File: src/rtl/logic_seq_pkg.sv
// Shared types and helpers for the bit-serial logic sequencer.
// Opcodes 4-7 are illegal; is_legal_op is the single place that decides that.
package logic_seq_pkg;

  typedef enum logic [2:0] {
    OP_AND = 3'd0,
    OP_OR  = 3'd1,
    OP_XOR = 3'd2,
    OP_NOT = 3'd3
  } logic_op_e;

  typedef enum logic [1:0] {
    S_IDLE = 2'd0,
    S_RUN  = 2'd1,
    S_DONE = 2'd2
  } seq_state_e;

  function automatic logic is_legal_op(input logic [2:0] op);
    return (op[2] == 1'b0);
  endfunction

endpackage

File: src/rtl/logic_bit_cell.sv
// Combinational 1-bit logic cell: AND/OR/XOR/NOT(a) selected by a 3-bit opcode.
// Illegal opcodes produce 0 so the result register never sees X or Z.
module logic_bit_cell
  import logic_seq_pkg::*;
(
  input  logic       i_a,
  input  logic       i_b,
  input  logic [2:0] i_op,
  output logic       o_y
);

  always_comb begin
    o_y = 1'b0;
    case (i_op)
      OP_AND:  o_y = i_a & i_b;
      OP_OR:   o_y = i_a | i_b;
      OP_XOR:  o_y = i_a ^ i_b;
      OP_NOT:  o_y = ~i_a;
      default: o_y = 1'b0;
    endcase
  end

endmodule

File: src/rtl/logic_seq_ctrl.sv
// Bit-serial sequencer: accepts an operand pair and opcode, runs it LSB-first
// through logic_bit_cell and presents the assembled word. Optional LOGSEQ_PARITY_EN
// adds out_parity (XOR of all result bits, accumulated serially).
module logic_seq_ctrl
  import logic_seq_pkg::*;
#(
  parameter  int WIDTH = 8,
  localparam int CNT_W = $clog2(WIDTH)
) (
  input  logic             clk,
  input  logic             rst,
  // Handshakes: a transfer happens on a rising edge where valid && ready.
  // The producer holds in_* stable while in_valid && !in_ready; the result
  // and error flag stay stable while out_valid && !out_ready.
  input  logic             in_valid,
  output logic             in_ready,
  input  logic [2:0]       in_op,
  input  logic [WIDTH-1:0] in_a,
  input  logic [WIDTH-1:0] in_b,
  output logic             out_valid,
  input  logic             out_ready,
  output logic [WIDTH-1:0] out_result,
  output logic             out_err,
  output logic             busy,
`ifdef LOGSEQ_PARITY_EN
  output logic             out_parity,
`endif
  output logic [1:0]       dbg_state
);

  seq_state_e       r_state;
  seq_state_e       w_next;
  logic [CNT_W-1:0] r_cnt;
  logic [WIDTH-1:0] r_a_sh;
  logic [WIDTH-1:0] r_b_sh;
  logic [2:0]       r_op;
  logic [WIDTH-1:0] r_result;
  logic             r_err;
  logic             w_bit;
  logic             w_last;
`ifdef LOGSEQ_PARITY_EN
  logic             r_parity;
`endif

  logic_bit_cell u_cell (
    .i_a  (r_a_sh[0]),
    .i_b  (r_b_sh[0]),
    .i_op (r_op),
    .o_y  (w_bit)
  );

  assign w_last = (r_cnt == CNT_W'(WIDTH - 1));

  always_comb begin
    w_next = r_state;
    case (r_state)
      S_IDLE: if (in_valid) w_next = is_legal_op(in_op) ? S_RUN : S_DONE;
      S_RUN:  if (w_last)   w_next = S_DONE;
      S_DONE: if (out_ready) w_next = S_IDLE;
      default: w_next = S_IDLE;
    endcase
  end

  always_ff @(posedge clk) begin
    if (rst) begin
      r_state  <= S_IDLE;
      r_cnt    <= '0;
      r_a_sh   <= '0;
      r_b_sh   <= '0;
      r_op     <= '0;
      r_result <= '0;
      r_err    <= 1'b0;
`ifdef LOGSEQ_PARITY_EN
      r_parity <= 1'b0;
`endif
    end else begin
      r_state <= w_next;
      case (r_state)
        S_IDLE: begin
          if (in_valid) begin
            r_a_sh   <= in_a;
            r_b_sh   <= in_b;
            r_op     <= in_op;
            r_result <= '0;
            r_cnt    <= '0;
            r_err    <= ~is_legal_op(in_op);
`ifdef LOGSEQ_PARITY_EN
            r_parity <= 1'b0;
`endif
          end
        end
        S_RUN: begin
          r_result[r_cnt] <= w_bit;
          r_a_sh          <= r_a_sh >> 1;
          r_b_sh          <= r_b_sh >> 1;
          // Hold at WIDTH-1 rather than wrapping; the next acceptance clears it.
          if (!w_last) r_cnt <= r_cnt + CNT_W'(1);
`ifdef LOGSEQ_PARITY_EN
          r_parity <= r_parity ^ w_bit;
`endif
        end
        default: ;
      endcase
    end
  end

  assign in_ready   = (r_state == S_IDLE);
  assign out_valid  = (r_state == S_DONE);
  assign busy       = (r_state != S_IDLE);
  assign out_result = r_result;
  assign out_err    = r_err;
  assign dbg_state  = r_state;
`ifdef LOGSEQ_PARITY_EN
  assign out_parity = r_parity;
`endif

endmodule

File: config.mk
export PLATFORM = sky130hd
export DESIGN_NAME = logic_seq_ctrl
export DESIGN_NICKNAME = d
export VERILOG_FILES = /design/src/rtl/logic_seq_pkg.sv /design/src/rtl/logic_bit_cell.sv /design/src/rtl/logic_seq_ctrl.sv
export SDC_FILE = /design/constraint.sdc
export NUM_CORES = 1
export LEC_CHECK = 0
export ABC_AREA = 0
export CORE_UTILIZATION = 43
export DETAILED_ROUTE_END_ITERATION = 8
export GPL_TIMING_DRIVEN = 1
export HOLD_SLACK_MARGIN = 0.06
export PLACE_DENSITY = 0.77
export SYNTH_ARGS = -nofsm -noshare
export SYNTH_HDL_FRONTEND = slang
export SYNTH_SLANG_ARGS = --single-unit
File: constraint.sdc
create_clock -name clk -period 1.5 [get_ports clk]
set_clock_uncertainty 0.05 [all_clocks]
set_input_delay 0.3 -clock clk [delete_from_list [all_inputs] [get_ports clk]]
set_output_delay 0.3 -clock clk [all_outputs]
set_load 0.02 [all_outputs]
---- Word-level counts from Yosys, hierarchy flattened ----
Index checks and enable logic that the tools add are counted.
word-level totals
  register bits after elaboration ......... 33
  bits of input ports ..................... 23
  word-level logic and storage cells ...... 51
cells by class
  add/subtract/negate cells ............... 1
  magnitude comparators ................... 2
  eq/ne operators ......................... 10
  multiplexer cells ....................... 18
  bitwise logic cells ..................... 4
  reduce and logical (&&, ||, !) cells .... 9
operator list
  operator                                                                  number
  8-bit one-hot mux with 2 select lines                                     3
  8-bit two-way mux                                                         3
  8-bit bitwise mux                                                         1
  2-bit two-way mux                                                         4
  3-bit by 2-bit equality test with 1-bit output (second input constant)    2
  3-bit two-way mux                                                         2
  2-bit inequality test (second input constant)                             3
  2-bit one-hot mux with 3 select lines                                     1
  3-bit one-hot mux with 2 select lines                                     1
  3-bit AND reduction                                                       2
  3-bit by 4-bit < comparator with 1-bit output (second input constant)     1
  1-bit one-hot mux with 4 select lines                                     1
  2-bit AND reduction                                                       2
  2-bit nonzero test                                                        2
  3-bit by 1-bit adder with 3-bit output (second input constant)            1
  1-bit demux with 3-bit select                                             1
  3-bit by 1-bit equality test with 1-bit output (second input constant)    1
  3-bit equality test (second input constant)                               1
  3-bit by 1-bit >= comparator with 1-bit output (second input constant)    1
  3-bit logical NOT                                                         1
  2-bit by 1-bit equality test with 1-bit output (second input constant)    1
  2-bit equality test (second input constant)                               1
  2-bit logical NOT                                                         1
  2-bit by 1-bit inequality test with 1-bit output (second input constant)  1
  other kinds (6)                                                           6

---- Longest topological paths before layout ----
Gate-level depths: netlist of run 1.
  depth after elaboration ................. 6
  gate-level depth with buffers ........... 5
  depth with buffers taken out ............ 5

---- By module ----
From an unflattened synthesis of run 1, not the netlist that was laid out.
second synthesis, totals
  cells, all modules ...................... 189
  area, all modules ....................... 1575.3 um^2
modules (own cells, without submodules)
  module          instances  cells an instance  area each (um^2)  seq. area each (um^2)
  logic_seq_ctrl  1          182                1502.7            640.6
  logic_bit_cell  1          7                  72.6              0.0

---- Worst setup path before layout of run 1 ----
Ideal clock, no wire load.
  path kind ............................... flip-flop to flip-flop
  from .................................... register r_a_sh[0]
  to ...................................... register r_result[0] (netlist: out_result[0])
  setup time .............................. 141 ps
  arrival time ............................ 1298 ps
  path slack .............................. 11 ps
  stages on the path, launching flop included .. 6
  path buffers ............................ 0
  period minus slack after synthesis ...... 1489 ps
  cells stage by stage .................... dfxtp_1 > inv_1 > ha_1 > mux2_2 > a22oi_2 > a311oi_1
on the way
  longest elaborated chain between the ends .. 4
RTL lines
  what                                             line                  RTL
  from (decl)                                      logic_seq_ctrl.sv:34  logic [WIDTH-1:0] r_a_sh;
  from (signal assigned)                           logic_seq_ctrl.sv:81  r_a_sh <= in_a;
  from (signal assigned)                           logic_seq_ctrl.sv:94  r_a_sh <= r_a_sh >> 1;
  1-bit bitwise XOR, or another cell as far along  logic_bit_cell.sv:17  OP_XOR: o_y = i_a ^ i_b;
  1-bit one-hot mux with 4 select lines *          logic_bit_cell.sv:14  case (i_op)
  8-bit bitwise mux *                              logic_seq_ctrl.sv:93  r_result[r_cnt] <= w_bit;
  8-bit one-hot mux with 2 select lines *          logic_seq_ctrl.sv:78  case (r_state)
  to (signal, indexed assignment)                  logic_seq_ctrl.sv:93
  to (decl)                                        logic_seq_ctrl.sv:37  logic [WIDTH-1:0] r_result;
Mark *: on every way between the ends. The rest lies on a longest branch, timed or not.
A chain may end at the register's enable or synchronous reset.

---- Worst setup path in the final report of run 1 ----
  from .................................... register r_state[0] (netlist: dbg_state[0])
  to ...................................... register r_result[3] (netlist: out_result[3])
on the way
  longest elaborated chain between the ends .. 3
RTL lines
  what                                                                                 line                  RTL
  from (decl)                                                                          logic_seq_ctrl.sv:31  seq_state_e r_state;
  from (signal assigned)                                                               logic_seq_ctrl.sv:77  r_state <= w_next;
  2-bit by 1-bit equality test with 1-bit output or 2-bit logical NOT (tied branches)  logic_seq_ctrl.sv:78
  2-bit nonzero test (no line) or 2-bit inequality test (tied branches)                -
  2-bit AND reduction (no line)                                                        -
Several ways; a longest one is shown, not always the timed one.

==> impl_results.md, run 1 <==
* Total gr overflow at 0
* Antenna violations before repair at 0
* Hold EP: r_a_sh[6]$_SDFFE_PP0P_
* Cts bufs inserted at 5
* First-pass GRT wire length at about 6.0 mm
* Leak at 0.872 nW
* Vias in the first global route at between 1000 and 1500
* Num ports at 37
* Min-delay src: r_a_sh[6]$_SDFFE_PP0P_
* DR pass1 iterations at 4
* Final ANT Viol Nets at 0
* Register area share after synthesis at 43.6%
* Gr busiest metal: met2
* Startpoint Class: register
* Outcome: completed
* Fin Hold WS at 0.407 ns
* Hold-critical path depth at 2
* Reg-to-reg slack, setup at 0.01 ns
* Worst-path clk slew at ~0.1 ns
* Avg Inst Size Synth at 9.12 sq um
* Setup-failing EPs final at 0
* FP Rows at 20
* VDD IR max at approximately 0.00044 V
* # diodes at 0
* Fin. Hold Viols at 0
* DIE HEIGHT at 60.4 um
* FF+latch count, synth at 32
* Headroom to the max-slew limit at ~71%
* DR vias at 1463
* Max_cap viols at 0
* DRC violations left at 0
* M2 GR Usage at 36.7%
* Core ar. at 3150 sq um
* Initial DRC count at 131
* H-tree lvl count at 2
* Worst-path maximum fanout at 6
* Slew Limit Fails at 0
* Root buffer cell: clkbuf_4
* Die area at 3650 sq um
* IO buf count at 36
* Hold buffers post-CTS at 0
* Met1 Use GR at 28.4%
* Via/cell ratio at about 5.5
* Async set-reset flop share out of synthesis at 0%
* Achievable Freq at 673 MHz
* Cell Area, Synth at around 1500 sq um
* Clk_lat worst skew at 0.33 ns
* Final Cycle Share at roughly 100%
* RD Place Congestion at 0.798
* Crit path required time at about 1.7 ns
* Pin count of the biggest net entering global routing at 26
* Tightest Pin Transition at 0.439 ns
* Post-DP Area at 1970 sq um
* Synth unique cells at 35
* WL final at 3.92 mm
* Global-route track usage on met3 at roughly 3.4%
* Final HPWL DP at 2.51 mm
* Top_reg_cell synth: dfxtp_1
* Worst setup EP type: register
* Reg2Reg Capture Point: out_result[3]$_SDFFE_PP0P_
* Synth Warn # at 0
* RSZ-0062 raised after global routing: true
* Kind of critical path: reg -> reg
* Wire length per cell at 14.8 um
* Fillers at 251
* Power per cell area at 839 nW/um^2
* Synth Instances at approximately 160
* Worst R2R Path Depth at 5
* Tot GR Track Use at 22.1%
* CTS tree: yes
* Class of the tightest hold or removal check: reg -> reg
* Clock Path Buffers at 2
* Overall power at 1.84 mW
* Syn Nets at ~190
* Minimum clock period at 1.49 ns
* Nets at 248
* Fraction of layout cells with a size suffix above 1 at 29.4%
* FF-to-FF Start: dbg_state[0]$_SDFFE_PP0P_
* EDFF count, synth at 0
* Fin Setup TNS at 0 ns
* Post-route cell area at 2190 sq um
* Chip width at 60.4 um
* Arrival time worst endpoint at 1.64 ns
* Clock sink count at 32
* Syn-to-layout area delta at 48.9%
* Initial Util at 46.6%
## metal layers
layer  up-vias  part of all wire [%]
li1        709                     -
met1       702                    43
met2        43                    51
met3         9                   3.7
met4         0                   1.5
met5         -                     0
## cells by family (layout without fill, tap and decap cells)
family | Yosys count | after routing | share of synthesized area, %
AO/OA/AOI/OAI | 54 | 54 | 25.1
adder cells (fa/ha/maj) | 4 | 4 | 3.41
buffers and inverters | 14 | 74 | 5.96
flip-flops | 32 | 32 | 43.6
multiplexers | 2 | 2 | 1.45
AND/OR/NAND/NOR | 55 | 55 | 20.4
## final cells by class
class,instances,area [sq um],share of cell area (%)
clock inverter,1,5.00,0.229
timing repair buffer,64,608,27.8
sequential,32,648,29.6
clock buffer,6,41.3,1.89
inverter,3,11.3,0.515
tap,44,55.1,2.52
multi-input combinational,115,818,37.4
## cell usage in the layout, fill, tap and decap left out, types with 2 or more instances in the layout
cell and n:
a211oi_1 2, a21oi_1 20, a22oi_1 12, a22oi_2 7
a311oi_1 4, a311oi_2 2, a32oi_1 2, and2b_1 2
buf_12 3, buf_2 2, buf_4 18, buf_6 6
clkbuf_4 5, clkdlybuf4s15_2 2, clkdlybuf4s50_1 22, dfxtp_1 28
dfxtp_2 3, dlygate4sd2_1 10, ha_2 2, inv_2 2
nand2_1 23, nand2b_1 2, nand3_1 5, nor2_1 8
nor2b_1 3, nor3b_4 2, or3b_4 2
## timing repair
item,CTS,global route
resized for setup,40,15
gates cloned,2,1
pin swaps,3,7
setup endpoints to repair,23,18
setup buffers,2,6
## worst max-delay path: stages, from the launching register on
cell and delay (ns):
dfxtp_4 0.37, buf_6 0.12, or3b_4 0.41, buf_6 0.16
a22oi_2 0.18, a311oi_2 0.06
## report_power, final
| part | internal (mW) | switching (mW) |
|---|---|---|
| sequential | 0.897 | 0.0311 |
| combinational | 0.242 | 0.211 |
| clock | 0.172 | 0.282 |
## synth_stat cells (3+ instances only)
master    instances  area share, %
nand3_1           5            1.7
inv_1             3           0.77
nor2_1            8            2.0
dfxtp_1          32             44
buf_6             4            3.1
a21oi_1          21            7.2
a22oi_1          18            9.2
ha_1              4            3.4
buf_2             3            1.0
nand2_1          23            5.9
clkbuf_1          3           0.77
a311oi_1          6            3.6
nor2b_1           3            1.3
## registers in the layout, indices dropped and copies added, names as in the netlist
signal,count
r_cnt,3
r_a_sh,8
r_b_sh,8
r_op,3
out_result,8
dbg_state,2
## how the worst max path moves through the flow
stage / startpoint / end / slack [ns]
floorplan: r_a_sh[0]$_SDFFE_PP0P_ / out_result[0]$_SDFFE_PP0P_ / 0.01
global placement: in_valid / out_result[0]$_SDFFE_PP0P_ / -0.26
detailed placement: in_valid / out_result[2]$_SDFFE_PP0P_ / -0.32
CTS: dbg_state[0]$_SDFFE_PP0P_ / out_valid / -0.02
global route: dbg_state[0]$_SDFFE_PP0P_ / out_result[3]$_SDFFE_PP0P_ / -0.03
finish: dbg_state[0]$_SDFFE_PP0P_ / out_result[3]$_SDFFE_PP0P_ / 0.01
## stage by stage
stage | utilization [%] | instances | setup slack [ns]
floorplan | - | 161 | 0.0111
global placement | 62.6 | 247 | -0.260
detailed placement | 62.6 | 247 | -0.317
CTS | 66.9 | 258 | -0.0173
global route | 69.4 | 265 | -0.0294
finish | 69.4 | 265 | 0.0149
Note: power is estimated with default switching activity, not from simulation.
==> run 2, diff against run 1 <==
--- a/config.mk
+++ b/config.mk
@@ -6,11 +6,12 @@
 export NUM_CORES = 1
 export LEC_CHECK = 0
 export ABC_AREA = 0
-export CORE_UTILIZATION = 43
+export CORE_MARGIN = 4
+export CORE_UTILIZATION = 48
 export DETAILED_ROUTE_END_ITERATION = 8
-export GPL_TIMING_DRIVEN = 1
+export GPL_TIMING_DRIVEN = 0
 export HOLD_SLACK_MARGIN = 0.06
-export PLACE_DENSITY = 0.77
+export PLACE_DENSITY = 0.81
 export SYNTH_ARGS = -nofsm -noshare
 export SYNTH_HDL_FRONTEND = slang
 export SYNTH_SLANG_ARGS = --single-unit
==> constraint.sdc (replaced) <==
create_clock -name clk -period 1.55 [get_ports clk]
set_clock_uncertainty 0.05 [all_clocks]
set_input_delay 0.31 -clock clk [delete_from_list [all_inputs] [get_ports clk]]
set_output_delay 0.31 -clock clk [all_outputs]
set_load 0.02 [all_outputs]
==> impl_results.md, run 2 (same netlist as run 1, synthesis figures left out) <==
* Outcome: complete, but fails checks (was completed)
* Violated checks: setup timing
* Min-delay src: in_valid (was r_a_sh[6]$_SDFFE_PP0P_)
* Worst path cell trace: buf_6 -> and2b_1 -> buf_6 (was buf_6 -> or3b_4 -> buf_6 -> a22oi_2 -> a311oi_2)
* Vias in the first global route at 1462 (was 1366)
* Commonest cells after routing, fill and taps aside: 26 x dfxtp_1, 23 x nand2_1, 21 x a21oi_1, 21 x clkdlybuf4s50_1, 16 x a22oi_1 (was 28 x dfxtp_1, 23 x nand2_1, 22 x clkdlybuf4s50_1)
* FP Rows at 19 (was 20)
* Worst path slowest cell: dfxtp_4 (was or3b_4)
* Storage cell area at 656 sq um (was 648 sq um)
* DRC violations left at 0 (unchanged)
* Initial DRC count at 74 (was 131)
* IO buf count at 36 (unchanged)
* Crit path required time at 1.19 ns (was 1.66 ns)
* Psw at 0.505 mW (was 0.524 mW)
* Clock sink count at 32 (unchanged)
* Slew Limit Fails at 0 (unchanged)
* Setup-failing EPs final at 1 (was 0)
* Area of the multi-input gates at 825 sq um (was 818 sq um)
* RSZ-0062 raised after global routing: true (unchanged)
* Switching fraction of total power at 29.2% (was 28.6%)
* DIE HEIGHT at 63.3 um (was 60.4 um)
* Worst setup EP type: output pin (was register)
* Startpoint Class: register (unchanged)
* Initial Util at 51.9% (was 46.6%)
* Worst path max stage delay at 0.40 ns (was 0.41 ns)
* Crit-path leading delay family: flip-flops (was simple AND/OR/NAND/NOR gates)
* Pin count of the biggest net entering global routing at 11 (was 26)
* Combinational share of power at 22.5% (was 24.7%)
* Core ar. at 2830 sq um (was 3150 sq um)
* Power per cell area at 835 nW/um^2 (was 839 nW/um^2)
* RD Place Congestion at 0.834 (was 0.798)
* Via/cell ratio at 5.91 (was 5.52)
* Hold EP: dbg_state[1]$_SDFFE_PP0P_ (was r_a_sh[6]$_SDFFE_PP0P_)
* Wire length per cell at 16.3 um (was 14.8 um)
* Hold buffers post-CTS at 0 (unchanged)
* Num ports at 37 (unchanged)
* Overall power at 1.73 mW (was 1.84 mW)
* H-tree lvl count at 2 (unchanged)
* Root buffer cell: clkbuf_4 (unchanged)
* Fin util at 73.2% (was 69.4%)
* Final ANT Viol Nets at 0 (unchanged)
* Hold-critical path depth at 4 (was 2)
* Chip width at 63.3 um (was 60.4 um)
* Most common cell after layout, fill and taps aside: dfxtp_1 (unchanged)
* Class of the tightest hold or removal check: in -> reg (was reg -> reg)
* FF-to-FF Start: r_a_sh[0]$_SDFFE_PP0P_ (was dbg_state[0]$_SDFFE_PP0P_)
* Kind of critical path: reg -> out (was reg -> reg)
* Clk_lat worst skew at 0.34 ns (was 0.33 ns)
* Minimum clock period at 1.57 ns
* Achievable Freq at about 640 MHz
* Reg-to-reg slack, setup at 0.02 ns (was 0.01 ns)
* Arrival time worst endpoint at 1.21 ns (was 1.64 ns)
* Final Cycle Share at 101%
* Clk network pwr share at 25.6% (was 24.8%)
* Worst-path clk slew at 0.09 ns (was 0.10 ns)
* Headroom to the max-slew limit at 58.5% (was 70.7%)
* Fin Hold WS at 0.375 ns (was 0.407 ns)
* # diodes at 0 (unchanged)
* DR pass1 iterations at 4 (unchanged)
* Cts bufs inserted at 5 (unchanged)
* Cell depth of the worst setup path at 3 (was 5)
* Max_cap viols at 0 (unchanged)
* Final HPWL DP at 2.73 mm (was 2.51 mm)
* Antenna violations before repair at 0 (unchanged)
* Nets at 240 (was 248)
* PnR worst setup slack at -0.0226 ns (was 0.0149 ns)
* Tightest Pin Transition at 0.623 ns (was 0.439 ns)
* Fin Setup TNS at -0.0226 ns (was 0 ns)
* Sequential power share at 51.9% (was 50.6%)
* CP Buf/Inv Count at 2 (unchanged)
* WL final at 3.99 mm (was 3.92 mm)
* Fillers at 223 (was 251)
* Tot GR Track Use at 21.0% (was 22.1%)
* CTS tree: yes (unchanged)
* Worst R2R Path Depth at 6 (was 5)
* Clock Path Buffers at 2 (unchanged)
* VDD IR max at 0.000590 V (was 0.000442 V)
* Total gr overflow at 0 (unchanged)
* Reg2Reg Capture Point: out_result[2]$_SDFFE_PP0P_ (was out_result[3]$_SDFFE_PP0P_)
* Fraction of layout cells with a size suffix above 1 at 25.8% (was 29.4%)
* Worst-path maximum fanout at 8 (was 6)
* DR vias at 1441 (was 1463)
* Die area at 4010 sq um (was 3650 sq um)
* Syn-to-layout area delta at 40.9% (was 48.9%)
* Leak at 0.822 nW (was 0.872 nW)
* Critical path's most frequent cell: buf_6 (unchanged)
* P_int at 1.22 mW (was 1.31 mW)
* Fin. Hold Viols at 0 (unchanged)
* First-pass GRT wire length at 6.64 mm (was 6.03 mm)
[run 2: changes by cell type in the layout (fill, tap and decap cells not counted), sizes merged]
cell           previous run  this run
clkdlybuf4s15             2         0
buf                      29        20
clkdlybuf4s50            22        21
clkbuf                    7        10
dlymetal6s2s              0         1
[run 2: power by group through the flow]
stage	combinational [mW]	clock [mW]	sequential (mW)
after detailed placement	0.341	0	0.919
after global placement	0.325	0	0.915
after floorplan	0.196	0	0.920
after CTS	0.348	0.451	0.900
final	0.388	0.442	0.897
after global routing	0.426	0.478	0.903
[run 2: layout make-up]
class	instances	share of cell area (%)
multi-input cells	115	39.8
flip-flops and latches	32	31.7
repair buffers	45	19.8
plain buffers	11	3.99
clock buffers	6	2.00
well taps	31	1.87
inverters	3	0.544
clock inverters	1	0.242
[run 2: through the flow]
step,area (sq um),std cells,worst slack (ns)
after floorplan,1470,161,0.0611
after global placement,1870,228,-0.292
after detailed placement,1870,228,-0.324
after CTS,1930,238,-0.0311
after global routing,2070,244,-0.0788
final,2070,244,-0.0226
[run 2: how the worst max path moves through the flow]
stage,slack [ns],from,endpoint
finish,-0.02,dbg_state[0]$_SDFFE_PP0P_,out_valid
global route,-0.08,r_cnt[0]$_SDFFE_PP0P_,r_cnt[0]$_SDFFE_PP0P_
CTS,-0.03,dbg_state[0]$_SDFFE_PP0P_,out_valid
detailed placement,-0.32,in_valid,dbg_state[0]$_SDFFE_PP0P_
global placement,-0.29,in_valid,dbg_state[0]$_SDFFE_PP0P_
floorplan,0.06,r_a_sh[0]$_SDFFE_PP0P_,out_result[0]$_SDFFE_PP0P_
[run 2: worst reg2reg max path: stages, from the launching register on]
cell and delay, ns:
dfxtp_2 0.37, inv_2 0.05, ha_4 0.23, mux2_4 0.26, a22oi_2 0.16, buf_6 0.17, a311oi_2 0.11
[run 2: timing repair]
item	in CTS	in global routing
resized for setup	34	22
buffers inserted	3	6
pin swaps	1	5
endpoints found under the setup margin	32	18
[run 2: metal layers]
layer / vias up / track usage (%) / wire length [um]
met4: 0 / 11.3 / 68
met2: 48 / 35.5 / 2060
met5: - / 0 / 0
li1: 696 / - / -
met1: 689 / 23.6 / 1620
met3: 8 / 5.86 / 237
